==> config.mk <==
export PLATFORM = sky130hd
export DESIGN_NAME = uart_receiver
export DESIGN_NICKNAME = d
export VERILOG_FILES = /design/src/rtl/uart_pkg.sv /design/src/rtl/uart_rx_sync.sv /design/src/rtl/uart_receiver.sv
export SDC_FILE = /design/constraint.sdc
export NUM_CORES = 1
export LEC_CHECK = 0
export ABC_AREA = 1
export BUFFER_PORTS_ARGS = -buffer_cell sky130_fd_sc_hd__buf_2
export CORE_MARGIN = 3
export CORE_UTILIZATION = 54
export CTS_CLUSTER_SIZE = 24
export DETAILED_ROUTE_END_ITERATION = 7
export GPL_TIMING_DRIVEN = 0
export PLACE_DENSITY = 0.74
export SYNTH_ARGS = -nofsm -noshare
export SYNTH_HDL_FRONTEND = slang
export SYNTH_SLANG_ARGS = --single-unit
==> constraint.sdc <==
create_clock -name clk -period 1.6 [get_ports clk]
set_clock_uncertainty 0.2 [all_clocks]
set_input_delay 0.08 -clock clk [delete_from_list [all_inputs] [get_ports clk]]
set_output_delay 0.08 -clock clk [all_outputs]
set_load 0.005 [all_outputs]
==> src/rtl/uart_pkg.sv <==
// Shared UART definitions: frame geometry, FSM state encoding and parity helper.
// Used by both the receive and the transmit paths.
package uart_pkg;

  localparam int DATA_BITS            = 8;
  localparam int DEFAULT_CLKS_PER_BIT = 10416;

  localparam logic [2:0] IDLE   = 3'd0;
  localparam logic [2:0] START  = 3'd1;
  localparam logic [2:0] DATA   = 3'd2;
  localparam logic [2:0] PARITY = 3'd3;
  localparam logic [2:0] STOP   = 3'd4;
  localparam logic [2:0] BREAK  = 3'd5;

  typedef enum logic [2:0] {
    S_IDLE   = IDLE,
    S_START  = START,
    S_DATA   = DATA,
    S_PARITY = PARITY,
    S_STOP   = STOP,
    S_BREAK  = BREAK
  } uart_state_t;

  // Even parity: the parity bit that makes the total count of ones even.
  function automatic logic even_parity(input logic [DATA_BITS-1:0] bits);
    return ^bits;
  endfunction

endpackage

==> src/rtl/uart_rx_sync.sv <==
// Metastability synchronizer for the asynchronous rx pad.
// Resets to 1 so a reset never looks like a start bit.
module uart_rx_sync #(
  parameter int STAGES = 2
) (
  input  logic clk,
  input  logic rst,
  input  logic rx,
  output logic rxs
);

  logic [STAGES-1:0] sync_r;

  // Shift the raw line through the flop chain.
  always_ff @(posedge clk or posedge rst) begin
    if (rst) begin
      sync_r <= {STAGES{1'b1}};
    end else begin
      sync_r <= {sync_r[STAGES-2:0], rx};
    end
  end

  assign rxs = sync_r[STAGES-1];

endmodule

==> src/rtl/uart_receiver.sv <==
// 8N1 UART receiver, LSB first, mid-bit sampling, one-cycle valid/frame_err strobes.
// Define UART_RX_PARITY_EN to insert an even-parity bit and enable parity_err.
module uart_receiver
  import uart_pkg::*;
#(
  parameter int CLKS_PER_BIT = DEFAULT_CLKS_PER_BIT,
  parameter int SYNC_STAGES  = 2
) (
  input  logic                 clk,
  input  logic                 rst,
  input  logic                 rx,
  output logic [DATA_BITS-1:0] data,
  output logic                 valid,
  output logic                 frame_err,
  output logic                 busy,
  output logic                 parity_err
);

  localparam int                CNT_W     = $clog2(CLKS_PER_BIT);
  localparam logic [CNT_W-1:0]  CNT_ZERO  = CNT_W'(0);
  localparam logic [CNT_W-1:0]  CNT_ONE   = CNT_W'(1);
  localparam logic [CNT_W-1:0]  HALF_LAST = CNT_W'(CLKS_PER_BIT / 2 - 1);
  localparam logic [CNT_W-1:0]  BIT_LAST  = CNT_W'(CLKS_PER_BIT - 1);

  logic                 rxs;
  uart_state_t          state_r;
  logic [CNT_W-1:0]     clk_cnt_r;
  logic [2:0]           bit_idx_r;
  logic [DATA_BITS-1:0] shreg_r;
  logic [DATA_BITS-1:0] data_r;
  logic                 valid_r;
  logic                 frame_err_r;
  logic                 busy_r;
`ifdef UART_RX_PARITY_EN
  logic                 par_bit_r;
  logic                 parity_err_r;
`endif

  uart_rx_sync #(
    .STAGES (SYNC_STAGES)
  ) u_sync (
    .clk (clk),
    .rst (rst),
    .rx  (rx),
    .rxs (rxs)
  );

  // Frame FSM plus datapath; strobes default low so each lasts one cycle.
  always_ff @(posedge clk or posedge rst) begin
    if (rst) begin
      state_r      <= S_IDLE;
      clk_cnt_r    <= CNT_ZERO;
      bit_idx_r    <= 3'd0;
      shreg_r      <= 8'h00;
      data_r       <= 8'h00;
      valid_r      <= 1'b0;
      frame_err_r  <= 1'b0;
      busy_r       <= 1'b0;
`ifdef UART_RX_PARITY_EN
      par_bit_r    <= 1'b0;
      parity_err_r <= 1'b0;
`endif
    end else begin
      valid_r     <= 1'b0;
      frame_err_r <= 1'b0;
`ifdef UART_RX_PARITY_EN
      parity_err_r <= 1'b0;
`endif
      case (state_r)
        S_IDLE: begin
          if (!rxs) begin
            state_r   <= S_START;
            clk_cnt_r <= CNT_ZERO;
            busy_r    <= 1'b1;
          end else begin
            busy_r    <= 1'b0;
          end
        end
        S_START: begin
          if (clk_cnt_r == HALF_LAST) begin
            clk_cnt_r <= CNT_ZERO;
            if (!rxs) begin
              state_r   <= S_DATA;
              bit_idx_r <= 3'd0;
            end else begin
              // Line went back high before mid start bit: treat as a glitch.
              state_r <= S_IDLE;
              busy_r  <= 1'b0;
            end
          end else begin
            clk_cnt_r <= clk_cnt_r + CNT_ONE;
          end
        end
        S_DATA: begin
          if (clk_cnt_r == BIT_LAST) begin
            clk_cnt_r          <= CNT_ZERO;
            shreg_r[bit_idx_r] <= rxs;
            if (bit_idx_r == 3'd7) begin
              bit_idx_r <= 3'd0;
`ifdef UART_RX_PARITY_EN
              state_r   <= S_PARITY;
`else
              state_r   <= S_STOP;
`endif
            end else begin
              bit_idx_r <= bit_idx_r + 3'd1;
            end
          end else begin
            clk_cnt_r <= clk_cnt_r + CNT_ONE;
          end
        end
`ifdef UART_RX_PARITY_EN
        S_PARITY: begin
          if (clk_cnt_r == BIT_LAST) begin
            clk_cnt_r <= CNT_ZERO;
            par_bit_r <= rxs;
            state_r   <= S_STOP;
          end else begin
            clk_cnt_r <= clk_cnt_r + CNT_ONE;
          end
        end
`endif
        S_STOP: begin
          if (clk_cnt_r == BIT_LAST) begin
            clk_cnt_r <= CNT_ZERO;
            if (rxs) begin
              // Returning to IDLE here lets a start edge right after the midpoint be caught.
              data_r  <= shreg_r;
              valid_r <= 1'b1;
`ifdef UART_RX_PARITY_EN
              parity_err_r <= (par_bit_r != even_parity(shreg_r));
`endif
              state_r <= S_IDLE;
              busy_r  <= 1'b0;
            end else begin
              frame_err_r <= 1'b1;
              state_r     <= S_BREAK;
            end
          end else begin
            clk_cnt_r <= clk_cnt_r + CNT_ONE;
          end
        end
        S_BREAK: begin
          if (rxs) begin
            state_r <= S_IDLE;
            busy_r  <= 1'b0;
          end else begin
            state_r <= S_BREAK;
          end
        end
        default: begin
          state_r   <= S_IDLE;
          clk_cnt_r <= CNT_ZERO;
          bit_idx_r <= 3'd0;
          busy_r    <= 1'b0;
        end
      endcase
    end
  end

  assign data      = data_r;
  assign valid     = valid_r;
  assign frame_err = frame_err_r;
  assign busy      = busy_r;
`ifdef UART_RX_PARITY_EN
  assign parity_err = parity_err_r;
`else
  assign parity_err = 1'b0;
`endif

endmodule

[Word-level counts from Yosys, hierarchy flattened]
Cells that the tools add are included.
Storage, ports and cells
  output and inout bits: 12
  word-level logic and storage cells: 69
  flip-flop bits (word level): 41
  input port bits: 3
Operators by class
  eq/ne operators: 13
  add/subtract/negate cells: 2
  multiplexer cells: 30
  bitwise operators: 3
  reductions and logical operators: 10
  $lt $le $gt $ge: 2
Operator list (number)
  $pmux 14 s4: 1
  $mux 14: 3
  $mux 3: 10
  $pmux 3 s5: 1
  $add 14x1->14 const B: 1
  $eq 14x13->1 const B: 1
  $eq 14x14->1 const B: 1
  $ne 2x2->1 const B: 6
  $mux 1: 10
  $eq 3x3->1 const B: 3
  $pmux 3 s3: 1
  $bwmux 8: 1
  $reduce_and 3->1: 2
  $pmux 1 s5: 1
  $reduce_and 5->1: 1
  $lt 3x4->1 const B: 1
  $reduce_and 2->1: 2
  $reduce_and 4->1: 1
  $add 3x1->3 const B: 1
  $demux 1 s3: 1
  $eq 3x1->1 const B: 1
  $eq 3x2->1 const B: 1
  $ge 3x1->1 const B: 1
  $logic_not 3->1: 1
  5 further kinds: 7

[Depth between registers and ports, before layout]
  depth after elaboration: 5
  gate-level depth with buffers: 11
  gate-level depth less buffers: 10

[By module]
From an unflattened synthesis, not the netlist that was laid out.
Second synthesis, totals
  cell total of the unflattened synthesis: 327
  area, all modules: 2408.6 um^2
By module, submodules not included
  uart_receiver: area an instance 2352.3 um^2, instances 1, cells an instance 324, sequential area each 975.9 um^2
  uart_rx_sync: area an instance 56.3 um^2, instances 1, cells an instance 3, sequential area each 52.6 um^2

[Worst setup path before layout]
OpenSTA, ideal clock, no wires.
  kind: reg-to-reg
  start: reg clk_cnt_r[1]
  end: reg clk_cnt_r[6]
  data required time: 1.280 ns
  library setup time: 0.120 ns
  slack: 0.004 ns
  period minus slack after synthesis: 1.596 ns
  buffers on the path: 0
  stages on the path, launching flop included: 9
  data arrival time: 1.276 ns
  path through: dfrtp_1 > ha_1 > nand3_2 > nor2_4 > nand2_4 > nand2_4 > nand2_4 > nor2_8 > nor2_1
On the way
  longest elaborated chain between the ends: 3
  elaborated cells between the ends (all ways): 6
  those cells by class: add/sub (1); eq/ne (2); mux (3)
Ends and longest elaborated chain
  start: declaration: RTL line uart_receiver.sv:27  | logic [CNT_W-1:0] clk_cnt_r;
  start signal: assignment: RTL line uart_receiver.sv:91  | clk_cnt_r <= clk_cnt_r + CNT_ONE;
  start signal: assignment: RTL line uart_receiver.sv:109  | clk_cnt_r <= clk_cnt_r + CNT_ONE;
  start signal: assignment: RTL line uart_receiver.sv:140  | clk_cnt_r <= clk_cnt_r + CNT_ONE;
  $add 14x1->14 (tied with other cells): RTL line uart_receiver.sv:91, uart_receiver.sv:109, uart_receiver.sv:140
  $mux 14, on equally long branches: RTL line uart_receiver.sv:95, uart_receiver.sv:124, uart_receiver.sv:80
  $pmux 14 s4 *: RTL line uart_receiver.sv:69  | case (state_r)
Every way passes the cells marked *; elsewhere a longest branch is shown, timed or not.
A chain may end at the register's enable or synchronous reset.

[Worst setup path in the final report]
  start: reg clk_cnt_r[0]
  end: reg clk_cnt_r[6]
Same word-level chain as after synthesis.

==> run_results.csv <==
group,metric,value,unit
placed_design,postPlaceCellArea,0.00241,mm2
logic_synthesis,synth.distinct_cells,27,
routing,drtIter0Drc,128,
worst_setup_path,crit_type,"reg -> reg",
sta,fin_setup_tns,-1920,ps
final_layout,post-route-util,69.7,%
worst_setup_path,r2r_setup_slack,-100,ps
final_layout,layoutNonFillerInstCount,392,
floorplan,die_area,0.00505,mm2
sta,fin_crit,1700,ps
logic_synthesis,netlist_area,0.00229,mm2
worst_setup_path,critical_path.top_delay_family,"flip-flops",
worst_setup_path,critPathBufInv,2,
clocking,cts.clk_slew.worst_paths,80,ps
logic_synthesis,ys_ff_latch,41,
clocking,clock_sinks,41,
floorplan,start_util,56.4,%
routing,vias,2105,
clocking,clk_latency,300,ps
floorplan,coreArea,0.00406,mm2
routing,vias_per_cell,5.37,
floorplan,fp.dieW,71.1,um
routing,wl,5150,um
final_layout,final_design_area_no_fill,0.00283,mm2
placed_design,hpwl,3230,um
final_layout,nNetsFinal,347,
global_route,grt_pass1_wl,8360,um
clocking,htree_levels,2,
logic_synthesis,syn_inst,303,
logic_synthesis,yosysSeqAreaShare,45.0,%
clocking,root_buffer,"clkbuf_8",
logic_synthesis,syn_nets,309,
worst_setup_path,cp_slowest_stage_delay,400,ps
final_layout,fillers,326,
worst_setup_path,end_kind,"flip-flop",
worst_setup_path,crit_start,"clk_cnt_r[0]$_DFFE_PP0P_",
sta,worst_slew_pin_slew,842,ps
logic_synthesis,synth-edff-count,0,
flow_run,drv_cap,0,
worst_setup_path,cp-start-kind,"flip-flop",
logic_synthesis,postSynth.asyncResetShare,100,%
clocking,cts_buffers,5,
global_route,grt_max_degree,42,
sta,setup_ws,-95.9,ps
power,power_density,683,mW/mm2
sta,setup_viol_count_final,31,
routing,drc,0,
sta,post-route-period-util,106,%
worst_setup_path,critical-path-slowest-cell,"dfrtp_1",
clocking,cts_tree,"done",
sta,fmax,590,MHz
logic_synthesis,synthFlopType,"dfrtp_1",
sta,rsz0062_at_grt,"yes",
sta,hold_viol,0,
final_layout,drive_above_1_share,28.4,%
worst_setup_path,cp_num_cells,8,
worst_setup_path,r2r_start,"clk_cnt_r[0]$_DFFE_PP0P_",
final_layout,syn_to_final_growth,23.6,%
sta,slew_headroom,43.8,%
worst_setup_path,crit_chain,"ha_4 > nand3_4 > inv_4 > buf_6 > nand2_1 > nor2_1 > xor2_1 > nor2_2",
outcome,status,"complete, but fails checks",
logic_synthesis,syn_avg_cell_area,7.55,um2
global_route,grt_antenna_before_repair,0,
final_layout,diodes,0,
power,peakVddDrop,0.466,mV
worst_setup_path,crit_fanout,3,
global_route,grt_pass1_vias,1884,
placed_design,dp_cells,366,
placed_design,portBuffers,13,
logic_synthesis,yosys_warnings,0,
worst_setup_path,worstPathArrival,1680,ps
routing,ant_nets,0,
floorplan,pin_count,15,
logic_synthesis,synth_top_area_share,42.7,%
logic_synthesis,yosys.cell_count.top_type,"nand2_1",
floorplan,row_count,23,
global_route,grtUsageTotal,20.7,%
outcome,violations,"negative setup slack",
global_route,grt_overflow,0,
worst_setup_path,required,1590,ps
placed_design,pre_cts_slack,-205,ps
clocking,max-clock-path-buffers,2,
power,leakagePower,1.41,nW
logic_synthesis,synth_top_area_cell,"dfrtp_1",
routing,drtPass1Iterations,4,
placed_design,gp_congestion,0.920,
worst_setup_path,critical_path.endpoint,"clk_cnt_r[6]$_DFFE_PP0P_",
worst_setup_path,ff2ff_path_depth,8,
floorplan,die_y,71.1,um
sta,slew_viol_final,0,
worst_setup_path,rr_endpoint,"clk_cnt_r[6]$_DFFE_PP0P_",
logic_synthesis,synth_common_cells,"nand2_1 (105), dfrtp_1 (39), nor2_1 (36)",
worst_hold_path,hp-class,"reg -> reg",
logic_synthesis,synthTopCellsByArea,"dfrtp_1 (43%), nand2_1 (17%), nand3_1 (6.3%)",
routing,wl_per_cell,13.1,um
[report_power, final]
group	total (mW)	switching (mW)	internal [mW]	leakage, nW
clock network	0.851	0.384	0.467	0.0543
logic	0.0402	0.0307	0.00949	0.815
registers	1.04	0.00163	1.04	0.539
[final cells by class]
| cell class | instances | area [um2] | share of cell area [%] |
|---|---|---|---|
| plain buffers | 3 | 33.8 | 1.19 |
| clock buffers | 5 | 68.8 | 2.43 |
| inverters | 37 | 154 | 5.44 |
| well taps | 50 | 62.6 | 2.21 |
| clock inverters | 3 | 46.3 | 1.64 |
| multi-input cells | 222 | 1220 | 43.1 |
| repair buffers | 31 | 209 | 7.39 |
| flip-flops and latches | 41 | 1030 | 36.5 |
[sequential cells by signal, summed over array words and instances (netlist names)]
name,flops
state_r,3
u_sync.sync_r,2
shreg_r,8
clk_cnt_r,14
frame_err,1
bit_idx_r,3
valid,1
busy,1
data,8
[metrics by stage]
step | total power [mW] | hold slack [ps]
finish | 1.93 | 155
global route | 1.99 | 162
CTS | 1.95 | 154
detailed placement | 1.10 | -13.1
global placement | 1.10 | -14.0
floorplan | 1.09 | -116
[placed cells by master, fill, tap and decap left out, drive strengths merged, types with 2 or more instances in the layout]
| cell | Yosys | layout |
|---|---|---|
| buf | 2 | 32 |
| clkbuf | 1 | 5 |
| clkinv | 2 | 2 |
| dfrtp | 39 | 39 |
| dfstp | 2 | 2 |
| dlygate4sd3 | 0 | 2 |
| ha | 3 | 3 |
| inv | 35 | 36 |
| nand2 | 110 | 110 |
| nand3 | 32 | 32 |
| nand4 | 11 | 11 |
| nor2 | 42 | 42 |
| nor3 | 4 | 4 |
| o211ai | 2 | 2 |
| o21ai | 12 | 12 |
| xor2 | 4 | 4 |
[per-layer routing]
metal | GRT usage [%] | vias up | wire [um]
met5 | 0 | - | 0
met4 | 8.35 | 0 | 51
met3 | 4.26 | 5 | 340
met2 | 33.5 | 72 | 2530
met1 | 27.3 | 990 | 2220
li1 | - | 1038 | -
[cells by family (layout without fill, tap and decap cells)]
| family | Yosys count | count (layout) | share of synthesized area, % |
|---|---|---|---|
| other | 1 | 1 | 0.164 |
| adders and majority gates | 3 | 3 | 1.64 |
| buffers and inverters | 40 | 79 | 7.60 |
| DFF | 41 | 41 | 45.0 |
| and+or+nand+nor | 199 | 199 | 40.5 |
| xor gates and xnor gates | 4 | 4 | 1.53 |
| AOI/OAI and AO/OA | 15 | 15 | 3.61 |
[worst min-delay path by stage]
| stage | from | to | cells after the start |
|---|---|---|---|
| finish | u_sync.sync_r[0]$_DFF_PP1_ | u_sync.sync_r[1]$_DFF_PP1_ | 0 |
| global route | u_sync.sync_r[0]$_DFF_PP1_ | u_sync.sync_r[1]$_DFF_PP1_ | 0 |
| floorplan | rx | u_sync.sync_r[0]$_DFF_PP1_ | 0 |
| global placement | rx | u_sync.sync_r[0]$_DFF_PP1_ | 1 |
| CTS | u_sync.sync_r[0]$_DFF_PP1_ | u_sync.sync_r[1]$_DFF_PP1_ | 0 |
| detailed placement | rx | u_sync.sync_r[0]$_DFF_PP1_ | 1 |
[what timing repair did]
action,CTS,global route
cloned,1,0
resized for setup,12,38
endpoints found under the hold margin,40,0
buffers inserted,3,12
pin swaps,5,14
endpoints found under the setup margin,36,36
hold buffers,2,0
Note: power is estimated with default switching activity, not from simulation.
